<file path="src/rtl/voice_mixer_seq_pkg.sv">
// Shared packages for the voice mixer family.
//   CONFIG     : project-wide widths (audio sample width, percent/gain width).
//   PARAMETER  : runtime parameter bundle; .volume is the master volume.
//   MIXER_PKG  : mixer FSM state type and the sat_to_audio helper, intended to be
//                shared with future bus/effects mixers.
// No ports (package file).

package CONFIG;
  localparam int AUDIO_BIT_WIDTH = 16;
  localparam int PERCENT_WIDTH   = 7;
endpackage

package PARAMETER;
  typedef struct packed {
    logic [CONFIG::PERCENT_WIDTH-1:0] volume;
  } parameter_t;
endpackage

package MIXER_PKG;
  typedef enum logic [1:0] {
    IDLE   = 2'd0,
    ACCUM  = 2'd1,
    SCALE  = 2'd2,
    OUTPUT = 2'd3
  } mixer_state_e;

  // Widest value the helper accepts; callers sign-extend into this.
  localparam int SAT_IN_MAX = 64;

  localparam logic signed [SAT_IN_MAX-1:0] AUDIO_MAX =
    (64'sd1 <<< (CONFIG::AUDIO_BIT_WIDTH - 1)) - 64'sd1;
  localparam logic signed [SAT_IN_MAX-1:0] AUDIO_MIN =
    -(64'sd1 <<< (CONFIG::AUDIO_BIT_WIDTH - 1));

  typedef struct packed {
    logic                                     clip;
    logic signed [CONFIG::AUDIO_BIT_WIDTH-1:0] value;
  } sat_result_t;

  // Clamp a wide signed value to the project audio width and report clipping.
  function automatic sat_result_t sat_to_audio(input logic signed [SAT_IN_MAX-1:0] v);
    sat_result_t r;
    r.clip  = 1'b0;
    r.value = v[CONFIG::AUDIO_BIT_WIDTH-1:0];
    if (v > AUDIO_MAX) begin
      r.clip  = 1'b1;
      r.value = AUDIO_MAX[CONFIG::AUDIO_BIT_WIDTH-1:0];
    end else if (v < AUDIO_MIN) begin
      r.clip  = 1'b1;
      r.value = AUDIO_MIN[CONFIG::AUDIO_BIT_WIDTH-1:0];
    end
    return r;
  endfunction
endpackage

</file>
<file path="src/rtl/voice_mixer_seq_saturate.sv">
// mixer_saturate: combinational signed clamp from IN_W bits to OUT_W bits.
// Ports:
//   din  in  IN_W   signed value to clamp (IN_W > OUT_W)
//   dout out OUT_W  clamped value in [-2**(OUT_W-1), 2**(OUT_W-1)-1]
//   clip out 1      high when din was outside the output range

module mixer_saturate #(
  parameter int IN_W  = 35,
  parameter int OUT_W = 16
) (
  input  logic signed [IN_W-1:0]  din,
  output logic signed [OUT_W-1:0] dout,
  output logic                    clip
);

  // The value fits iff every bit from the output sign bit upward is identical.
  logic [IN_W-OUT_W:0] head;
  assign head = din[IN_W-1:OUT_W-1];

  always_comb begin
    clip = !((&head) || !(|head));
    dout = din[OUT_W-1:0];
    if (clip) begin
      dout = din[IN_W-1] ? {1'b1, {(OUT_W-1){1'b0}}} : {1'b0, {(OUT_W-1){1'b1}}};
    end
  end

endmodule

</file>
<file path="src/rtl/voice_mixer_seq.sv">
// voice_mixer_seq: time-multiplexed voice mixer. On each accepted sample_tick it
// snapshots all inputs, accumulates one channel per clock through a single shared
// multiplier, scales by master volume with the same multiplier, saturates and
// presents one registered sample with a 1-cycle valid.
// Optional feature macro: MIXER_VOLUME_RAMP_EN -- master volume steps by 1 toward
// parameters.volume once per accepted tick instead of being captured directly.
// Ports:
//   clk, reset       single clock, synchronous active-high reset
//   sample_tick      start one mix (ignored and flagged while busy)
//   channel_audios   packed signed samples [CH-1:0][AUDIO_WIDTH-1:0]
//   channel_gains    packed unsigned gains [CH-1:0][GAIN_WIDTH-1:0]
//   channel_enables  per-channel enable
//   parameters       runtime bundle, .volume is master volume
//   audio_out        mixed saturated sample, held until next result
//   audio_valid      1-cycle pulse when audio_out updates
//   busy             high from accepted tick through the valid cycle
//   clipped          sticky: some result saturated since reset
//   tick_dropped     sticky: a tick arrived while busy

module voice_mixer_seq
  import MIXER_PKG::*;
#(
  parameter int CHANNEL_COUNT  = 4,
  parameter int AUDIO_WIDTH    = CONFIG::AUDIO_BIT_WIDTH,
  parameter int GAIN_WIDTH     = CONFIG::PERCENT_WIDTH,
  parameter int HEADROOM_SHIFT = 0
) (
  input  logic                                 clk,
  input  logic                                 reset,
  input  logic                                 sample_tick,
  input  logic [CHANNEL_COUNT*AUDIO_WIDTH-1:0] channel_audios,
  input  logic [CHANNEL_COUNT*GAIN_WIDTH-1:0]  channel_gains,
  input  logic [CHANNEL_COUNT-1:0]             channel_enables,
  input  PARAMETER::parameter_t                parameters,
  output logic [AUDIO_WIDTH-1:0]               audio_out,
  output logic                                 audio_valid,
  output logic                                 busy,
  output logic                                 clipped,
  output logic                                 tick_dropped
);

  localparam int PROD_W = AUDIO_WIDTH + GAIN_WIDTH + 1;
  // Sum of CHANNEL_COUNT products can never wrap at this width.
  localparam int ACC_W  = PROD_W + $clog2(CHANNEL_COUNT) + 1;
  localparam int MUL_W  = ACC_W + GAIN_WIDTH + 1;
  localparam int IDX_W  = (CHANNEL_COUNT > 1) ? $clog2(CHANNEL_COUNT) : 1;
  localparam logic [IDX_W-1:0] LAST_IDX = IDX_W'(CHANNEL_COUNT - 1);

  mixer_state_e state_reg;

  logic [CHANNEL_COUNT-1:0][AUDIO_WIDTH-1:0] audio_snap_reg;
  logic [CHANNEL_COUNT-1:0][GAIN_WIDTH-1:0]  gain_snap_reg;
  logic [CHANNEL_COUNT-1:0]                  en_snap_reg;
  logic [GAIN_WIDTH-1:0]                     master_snap_reg;
  logic signed [ACC_W-1:0]                   acc_reg;
  logic [IDX_W-1:0]                          idx_reg;

  logic                      tick_accept;
  logic [GAIN_WIDTH-1:0]     volume_in;
  logic [GAIN_WIDTH-1:0]     master_capture;

  assign tick_accept = sample_tick && (state_reg == IDLE);
  assign volume_in   = GAIN_WIDTH'(parameters.volume);

`ifdef MIXER_VOLUME_RAMP_EN
  // Master volume moves one step per accepted tick to avoid zipper noise;
  // the mix being started uses the already-stepped value.
  logic [GAIN_WIDTH-1:0] ramp_reg;
  logic [GAIN_WIDTH-1:0] ramp_next;

  always_comb begin
    ramp_next = ramp_reg;
    if (volume_in > ramp_reg) begin
      ramp_next = ramp_reg + GAIN_WIDTH'(1);
    end else if (volume_in < ramp_reg) begin
      ramp_next = ramp_reg - GAIN_WIDTH'(1);
    end
  end

  always_ff @(posedge clk) begin
    if (reset) begin
      ramp_reg <= '0;
    end else if (tick_accept) begin
      ramp_reg <= ramp_next;
    end
  end

  assign master_capture = ramp_next;
`else
  assign master_capture = volume_in;
`endif

  // Per-channel multiplier operands: sign-extended sample and zero-extended
  // gain, with disabled channels forced to a zero gain.
  logic signed [ACC_W-1:0]    chan_a [CHANNEL_COUNT];
  logic signed [GAIN_WIDTH:0] chan_b [CHANNEL_COUNT];

  generate
    for (genvar gi = 0; gi < CHANNEL_COUNT; gi++) begin : g_chan
      assign chan_a[gi] = {{(ACC_W-AUDIO_WIDTH){audio_snap_reg[gi][AUDIO_WIDTH-1]}},
                           audio_snap_reg[gi]};
      assign chan_b[gi] = en_snap_reg[gi] ? {1'b0, gain_snap_reg[gi]} : '0;
    end
  endgenerate

  // Single shared multiplier: channel products in ACCUM, master scaling in SCALE.
  logic signed [ACC_W-1:0]    mul_a;
  logic signed [GAIN_WIDTH:0] mul_b;
  logic signed [MUL_W-1:0]    mul_p;
  logic signed [MUL_W-1:0]    scaled;

  always_comb begin
    mul_a = '0;
    mul_b = '0;
    case (state_reg)
      ACCUM: begin
        mul_a = chan_a[idx_reg];
        mul_b = chan_b[idx_reg];
      end
      SCALE: begin
        mul_a = acc_reg >>> GAIN_WIDTH;
        mul_b = {1'b0, master_snap_reg};
      end
      default: ;
    endcase
  end

  assign mul_p  = MUL_W'(mul_a) * MUL_W'(mul_b);
  assign scaled = mul_p >>> (GAIN_WIDTH + HEADROOM_SHIFT);

  logic signed [AUDIO_WIDTH-1:0] sat_value;
  logic                          sat_clip;

  mixer_saturate #(
    .IN_W  (MUL_W),
    .OUT_W (AUDIO_WIDTH)
  ) u_saturate (
    .din  (scaled),
    .dout (sat_value),
    .clip (sat_clip)
  );

  always_ff @(posedge clk) begin
    if (reset) begin
      state_reg       <= IDLE;
      audio_snap_reg  <= '0;
      gain_snap_reg   <= '0;
      en_snap_reg     <= '0;
      master_snap_reg <= '0;
      acc_reg         <= '0;
      idx_reg         <= '0;
      audio_out       <= '0;
      audio_valid     <= 1'b0;
      busy            <= 1'b0;
      clipped         <= 1'b0;
      tick_dropped    <= 1'b0;
    end else begin
      audio_valid <= 1'b0;
      // Any tick outside IDLE, including the OUTPUT cycle, is discarded.
      if (sample_tick && (state_reg != IDLE)) begin
        tick_dropped <= 1'b1;
      end
      case (state_reg)
        IDLE: begin
          if (sample_tick) begin
            audio_snap_reg  <= channel_audios;
            gain_snap_reg   <= channel_gains;
            en_snap_reg     <= channel_enables;
            master_snap_reg <= master_capture;
            acc_reg         <= '0;
            idx_reg         <= '0;
            busy            <= 1'b1;
            state_reg       <= ACCUM;
          end
        end
        ACCUM: begin
          // Products fit in PROD_W bits, so the low ACC_W bits carry the full value.
          acc_reg <= acc_reg + $signed(mul_p[ACC_W-1:0]);
          idx_reg <= idx_reg + IDX_W'(1);
          if (idx_reg == LAST_IDX) begin
            state_reg <= SCALE;
          end
        end
        SCALE: begin
          // Result is registered here so it is visible during the OUTPUT cycle.
          audio_out   <= sat_value;
          audio_valid <= 1'b1;
          if (sat_clip) begin
            clipped <= 1'b1;
          end
          state_reg <= OUTPUT;
        end
        OUTPUT: begin
          busy      <= 1'b0;
          state_reg <= IDLE;
        end
        default: begin
          state_reg <= IDLE;
        end
      endcase
    end
  end

endmodule

</file>
<file path="config.mk">
export PLATFORM = sky130hd
export DESIGN_NAME = voice_mixer_seq
export DESIGN_NICKNAME = d
export VERILOG_FILES = /design/src/rtl/voice_mixer_seq_pkg.sv /design/src/rtl/voice_mixer_seq_saturate.sv /design/src/rtl/voice_mixer_seq.sv
export SDC_FILE = /design/constraint.sdc
export NUM_CORES = 1
export LEC_CHECK = 0
export CAP_MARGIN = 10
export CELL_PAD_IN_SITES_DETAIL_PLACEMENT = 0
export CELL_PAD_IN_SITES_GLOBAL_PLACEMENT = 1
export CORE_UTILIZATION = 35
export DETAILED_ROUTE_END_ITERATION = 10
export DONT_BUFFER_PORTS = 1
export PLACE_DENSITY = 0.67
export RECOVER_POWER = 100
export SLEW_MARGIN = 20
export SYNTH_ARGS = -nofsm -noshare
export SYNTH_HDL_FRONTEND = slang
export SYNTH_SLANG_ARGS = --single-unit
</file>
<file path="constraint.sdc">
create_clock -name clk -period 7.52 [get_ports clk]
set_clock_uncertainty 0.15 [all_clocks]
set_input_delay 1.504 -clock clk [delete_from_list [all_inputs] [get_ports clk]]
set_output_delay 1.504 -clock clk [all_outputs]
set_load 0.01 [all_outputs]
</file>
[After elaboration in Yosys (flattened, before gate mapping)]
Cells that the tools add are included.
Storage, ports and cells
  logic and storage cells: 68
  register bits: 154
Cells by class
  reductions and logical operators: 14
  $lt $le $gt $ge: 1
  mux-type cells: 24
  add/sub/neg operators: 2
  bitwise logic cells: 2
  equality and inequality tests: 6
  multipliers: 1
Operator list (count)
  27-bit one-hot mux with 2 select lines: 2
  27-bit two-way mux: 3
  27-bit binary-select mux with 2-bit select: 1
  27-bit by 8-bit multiplier with 35-bit output: 1
  16-bit two-way mux: 2
  7-bit two-way mux: 4
  27-bit adder: 1
  8-bit binary-select mux with 2-bit select: 1
  8-bit two-way mux: 2
  8-bit one-hot mux with 2 select lines: 1
  13-bit AND reduction: 1
  13-bit OR reduction: 1
  2-bit AND reduction: 5
  2-bit one-hot mux with 4 select lines: 1
  2-bit equality test (second input constant): 3
  2-bit two-way mux: 3
  2-bit nonzero test: 3
  2-bit != test (second input constant): 2
  2-bit one-hot mux with 2 select lines: 1
  3-bit greater-or-equal comparator (second input constant): 1
  2-bit inverter with 3-bit output: 1
  2-bit by 1-bit adder with 2-bit output (second input constant): 1
  2-bit by 1-bit equality test with 1-bit output (second input constant): 1
  2-bit logical NOT: 1
  6 further kinds: 7

[Logic depth before layout (Yosys ltp)]
  word-level depth: 11
  depth in mapped cells: 35

[Hierarchy]
From an unflattened synthesis, not the netlist that was laid out.
Second synthesis, totals
  cells, all modules: 1557
  area, all modules: 12812.3 µm²
By module, submodules not included
  voice_mixer_seq: area each 12523.3 µm², times used 1, cells each 1522
  mixer_saturate: area each 289.0 µm², times used 1, cells each 35

[Worst setup path before layout]
Ideal clock, no wire load.
  path kind: reg2reg
  start point: reg idx_reg[0]
  end point: reg acc_reg[25]
  required time: 7253 ps
  arrival: 7548 ps
  stages on the path, launching flop included: 33
  buffers on the path: 3
  path slack: -295 ps
  cells stage by stage: dfxtp_1 -> clkbuf_1 -> buf_1 -> nor2b_1 -> a221oi_1 -> a21oi_1 -> a22oi_1 -> clkbuf_1 -> nor2_1 -> fa_1 -> inv_1 -> fa_1 -> inv_1 -> fa_1 -> inv_1 -> fa_1 -> inv_1 -> ha_1 -> o211ai_1 -> o211a_1 -> o21ai_2 -> a21oi_1 -> o21ai_0 -> nor2_1 -> xnor2_1 -> ha_1 -> or3_1 -> o211ai_1 -> o211ai_1 -> a41oi_1 -> o21ai_0 -> xor2_1 -> a22o_1
On the way
  longest elaborated chain between the ends: 8
  elaborated cells between the ends (all ways): 12
  classes of those cells: add/sub (1); mul (1); mux (9); bitwise (1)
Ends and longest elaborated chain
  from (decl): RTL line voice_mixer_seq.sv:56  | logic [IDX_W-1:0] idx_reg;
  from (signal assigned): RTL line voice_mixer_seq.sv:179  | idx_reg <= idx_reg + IDX_W'(1);
  2-bit inverter with 3-bit output (not written as such) *: RTL line voice_mixer_seq.sv:117, voice_mixer_seq.sv:118
  27-bit binary-select mux with 2-bit select or 8-bit binary-select mux with 2-bit select (tied branches): RTL line voice_mixer_seq.sv:117, voice_mixer_seq.sv:118
  27-bit two-way mux (not written as such) or 8-bit two-way mux (tied branches) (2 in series): RTL line voice_mixer_seq.sv:117, voice_mixer_seq.sv:118
  27-bit one-hot mux with 2 select lines or 8-bit one-hot mux with 2 select lines (tied branches): RTL line voice_mixer_seq.sv:115  | case (state_reg)
  27-bit by 8-bit multiplier with 35-bit output *: RTL line voice_mixer_seq.sv:128  | assign mul_p = MUL_W'(mul_a) * MUL_W'(mul_b);
  27-bit adder *: RTL line voice_mixer_seq.sv:178  | acc_reg <= acc_reg + $signed(mul_p[ACC_W-1:0]);
  27-bit one-hot mux with 2 select lines *: RTL line voice_mixer_seq.sv:163  | case (state_reg)
  to (signal assigned): RTL line voice_mixer_seq.sv:178
  to (decl): RTL line voice_mixer_seq.sv:55  | logic signed [ACC_W-1:0] acc_reg;
Mark *: on every way between the ends. The rest lies on a longest branch, timed or not. The select of a mux whose other input is x is not followed.
A chain may end at the register's enable or synchronous reset.

[Worst setup path in the final report]
  start point: reg idx_reg[0]
  end point: reg acc_reg[24]
The elaborated chain is that of the path after synthesis.

==> flow_summary.json <==
{
  "status": "completed",
  "dr_total_vias": 10847,
  "setup_viol": 0,
  "core_sq_um": 35900,
  "layout_common_cells": "nand2_1, nor2_1, inv_1, a21oi_1, dfxtp_1",
  "postSynthNetCount": 1912,
  "initial_core_util_pct": 35.8,
  "async_reset_ff_share_pct": 0,
  "crit_path_start": "idx_reg[0]$_SDFFE_PP0P_",
  "power.density_nw_per_um2": 189,
  "io_pins": 126,
  "yosys.area_share.adder_pct": 26.0,
  "tightest_slew_ns": 1.07,
  "synth_seq_area_share_pct": 23.9,
  "cts.sinks": 154,
  "gp_congestion": 0.938,
  "postRouteAntennaNets": 0,
  "synth-seq-cells": 154,
  "min_period_over_period_pct": 96.5,
  "r2r_start": "idx_reg[0]$_SDFFE_PP0P_",
  "cts_tree": "done",
  "syn_area_sq_um": 12900,
  "overflow": 0,
  "fin_crit_ns": 7.26,
  "clockRootBuffer": "clkbuf_16",
  "worstSetupStartpointType": "flop",
  "synth_compound_gate_area_share_pct": 18.1,
  "yosysTopAreaCellShare_pct": 23.9,
  "design_area_sq_um": 14600,
  "post-route-util_pct": 40.7,
  "dpl-instance-area_sq_um": 13700,
  "slew_violations": 0,
  "p_leak_nw": 6.43,
  "hold_class": "reg2reg",
  "yosysWarnings": 0,
  "worstPathArrival_ns": 7.44,
  "postSynthAreaPerCell_sq_um": 8.03,
  "cts.reportedPaths.clkPinSlew_ns": 0.08,
  "place_ws_ns": -0.00590,
  "synth-simple-area-share_pct": 18.9,
  "grt_max_degree": 171,
  "layout_setup_ws_ns": 0.263,
  "synth_top_family_by_area": "adder cells",
  "fillers": 3777,
  "drt_iter0_markers": 555,
  "min_from": "audio_snap_reg[2]$_SDFFE_PP0P_",
  "syn_to_final_growth_pct": 13.4,
  "max_cap_viol_count": 0,
  "synth.distinct_cells": 73,
  "synthesis.instances": 1604,
  "synth_flop_cell": "dfxtp_1",
  "synthMuxAreaShare_pct": 2.88,
  "first_global_vias": 10792,
  "synth-xor-area-share_pct": 2.59,
  "fp.dieH_um": 194,
  "dr.pass1.iters": 5,
  "clock_latency_ns": 0.44,
  "drc": 0,
  "path_class": "reg2reg",
  "rows": 69,
  "antenna_cells": 0,
  "seq_area_sq_um": 3090,
  "htree_levels": 4,
  "layout_commonest_cell": "nand2_1",
  "dpl.hpwl_um": 27700,
  "max_freq_mhz": 138,
  "avgViaCountPerCell": 5.19,
  "final_cell_count_no_fill": 2091,
  "antenna_found_initial": 0,
  "vdd_ir_drop_max_mv": 0.167,
  "maxSlewHeadroom_pct": 28.5,
  "post_route_cells_drive_above_1_share_pct": 12.4,
  "multi_input_area_sq_um": 9060,
  "drt_wl_total_um": 36900,
  "critPathCaptureType": "flop",
  "place_inst": 2043,
  "grt_pass1_wl_um": 58100,
  "synth_top_area_cell": "dfxtp_1",
  "critPathMaxFanout": 13,
  "clockBufferDepth": 2,
  "grt_usage_pct": 19.5,
  "hold_viol_final": 0,
  "worstPathRequired_ns": 7.71,
  "nNetsFinal": 1925,
  "ys_top_cells_by_area": "dfxtp_1, fa_1, ha_1",
  "die_area_sq_um": 37600,
  "largest_reg_flops": 64,
  "dieWidth_um": 194,
  "synth-edff-count": 0,
  "wl_per_cell_um": 17.6,
  "tns_ns": 0,
  "cts_made_buffers": 17,
  "port_buffers": 0
}
-- layer usage --
metal / global-route usage (%) / share of wire, %
met4: 5.57 / 1.7
met2: 30.8 / 45
met5: 0 / 0
met1: 27.4 / 48
met3: 2.94 / 5.2
-- path summary, 6_finish.rpt --
kind              cells past startpoint  slack, ns                             end
setup reg to reg                     25       0.26        acc_reg[24]$_SDFFE_PP0P_
setup / recovery                     25       0.26        acc_reg[24]$_SDFFE_PP0P_
hold reg to reg                       2       0.30  audio_snap_reg[2]$_SDFFE_PP0P_
hold / removal                        2       0.30  audio_snap_reg[2]$_SDFFE_PP0P_
-- repair_timing --
item	CTS	global route
pin swaps	0	12
hold buffers	0	0
resized for setup	1	58
hold endpoints to repair	0	0
setup buffers	0	15
endpoints found under the setup margin	1	28
gates cloned	0	1
-- worst max-delay path, stage by stage (launching register included) --
cell       delay [ns]
dfxtp_4          0.40
buf_12           0.17
buf_6            0.18
mux4_2           0.53
nand2_1          0.21
nand2_1          0.07
nand2_1          0.24
nor2_1           0.10
fa_1             0.47
fa_1             0.53
fa_1             0.58
fa_1             0.42
ha_1             0.29
or3_1            0.50
a2111oi_4        0.30
buf_4            0.19
nor2_2           0.06
a21oi_1          0.19
xnor2_1          0.16
ha_1             0.41
and3_1           0.20
o2111ai_2        0.16
a21o_1           0.24
a21o_1           0.19
a32oi_1          0.18
nor2_1           0.05
-- cells in the mapped netlist, types with 6 or more instances --
cell type,count
a211oi_1,7
a21o_1,20
a21oi_1,158
a221oi_1,6
a22o_1,17
a22oi_1,31
buf_1,10
clkbuf_1,70
dfxtp_1,154
fa_1,110
ha_1,92
inv_1,159
mux4_2,16
nand2_1,284
nand2b_1,10
nand3_1,10
nand4_1,8
nor2_1,221
nor2b_1,7
nor3_1,10
o211ai_1,11
o21a_1,9
o21ai_0,30
o32ai_1,14
or2_2,13
xnor2_1,23
xor2_1,15
-- through the flow --
| stage | hold WS [ns] | total power, W |
|---|---|---|
| 2_1_floorplan | 0.283 | 0.00158 |
| 3_3_place_gp | 0.286 | 0.00182 |
| 3_5_place_dp | 0.293 | 0.00184 |
| 4_1_cts | 0.302 | 0.00275 |
| 5_1_grt | 0.321 | 0.00292 |
| 6_report | 0.303 | 0.00276 |
-- final cells by class --
type                    count  area share, %
clock inverters            14           1.06
multi-input cells        1202           62.1
inverters                 159           4.09
repair buffers             83           4.66
well taps                 461           3.95
flip-flops and latches    154           21.1
clock buffers              18           3.01
-- power breakdown --
group,internal [W],leakage (nW),total (W),switching [W]
logic,0.000282,4.88,0.000827,0.000544
registers,0.000939,1.26,0.00103,0.0000898
clock network,0.000481,0.283,0.000907,0.000426
-- kinds of logic (layout without fill, tap and decap cells) --
family | after synthesis | after routing
AO/OA/AOI/OAI | 353 | 353
XOR/XNOR | 38 | 38
adder cells (fa/ha/maj) | 202 | 202
buffers and inverters | 248 | 274
flip-flops | 154 | 154
multiplexers | 17 | 17
AND/OR/NAND/NOR | 592 | 592
Power figures use the tool's default switching activity.
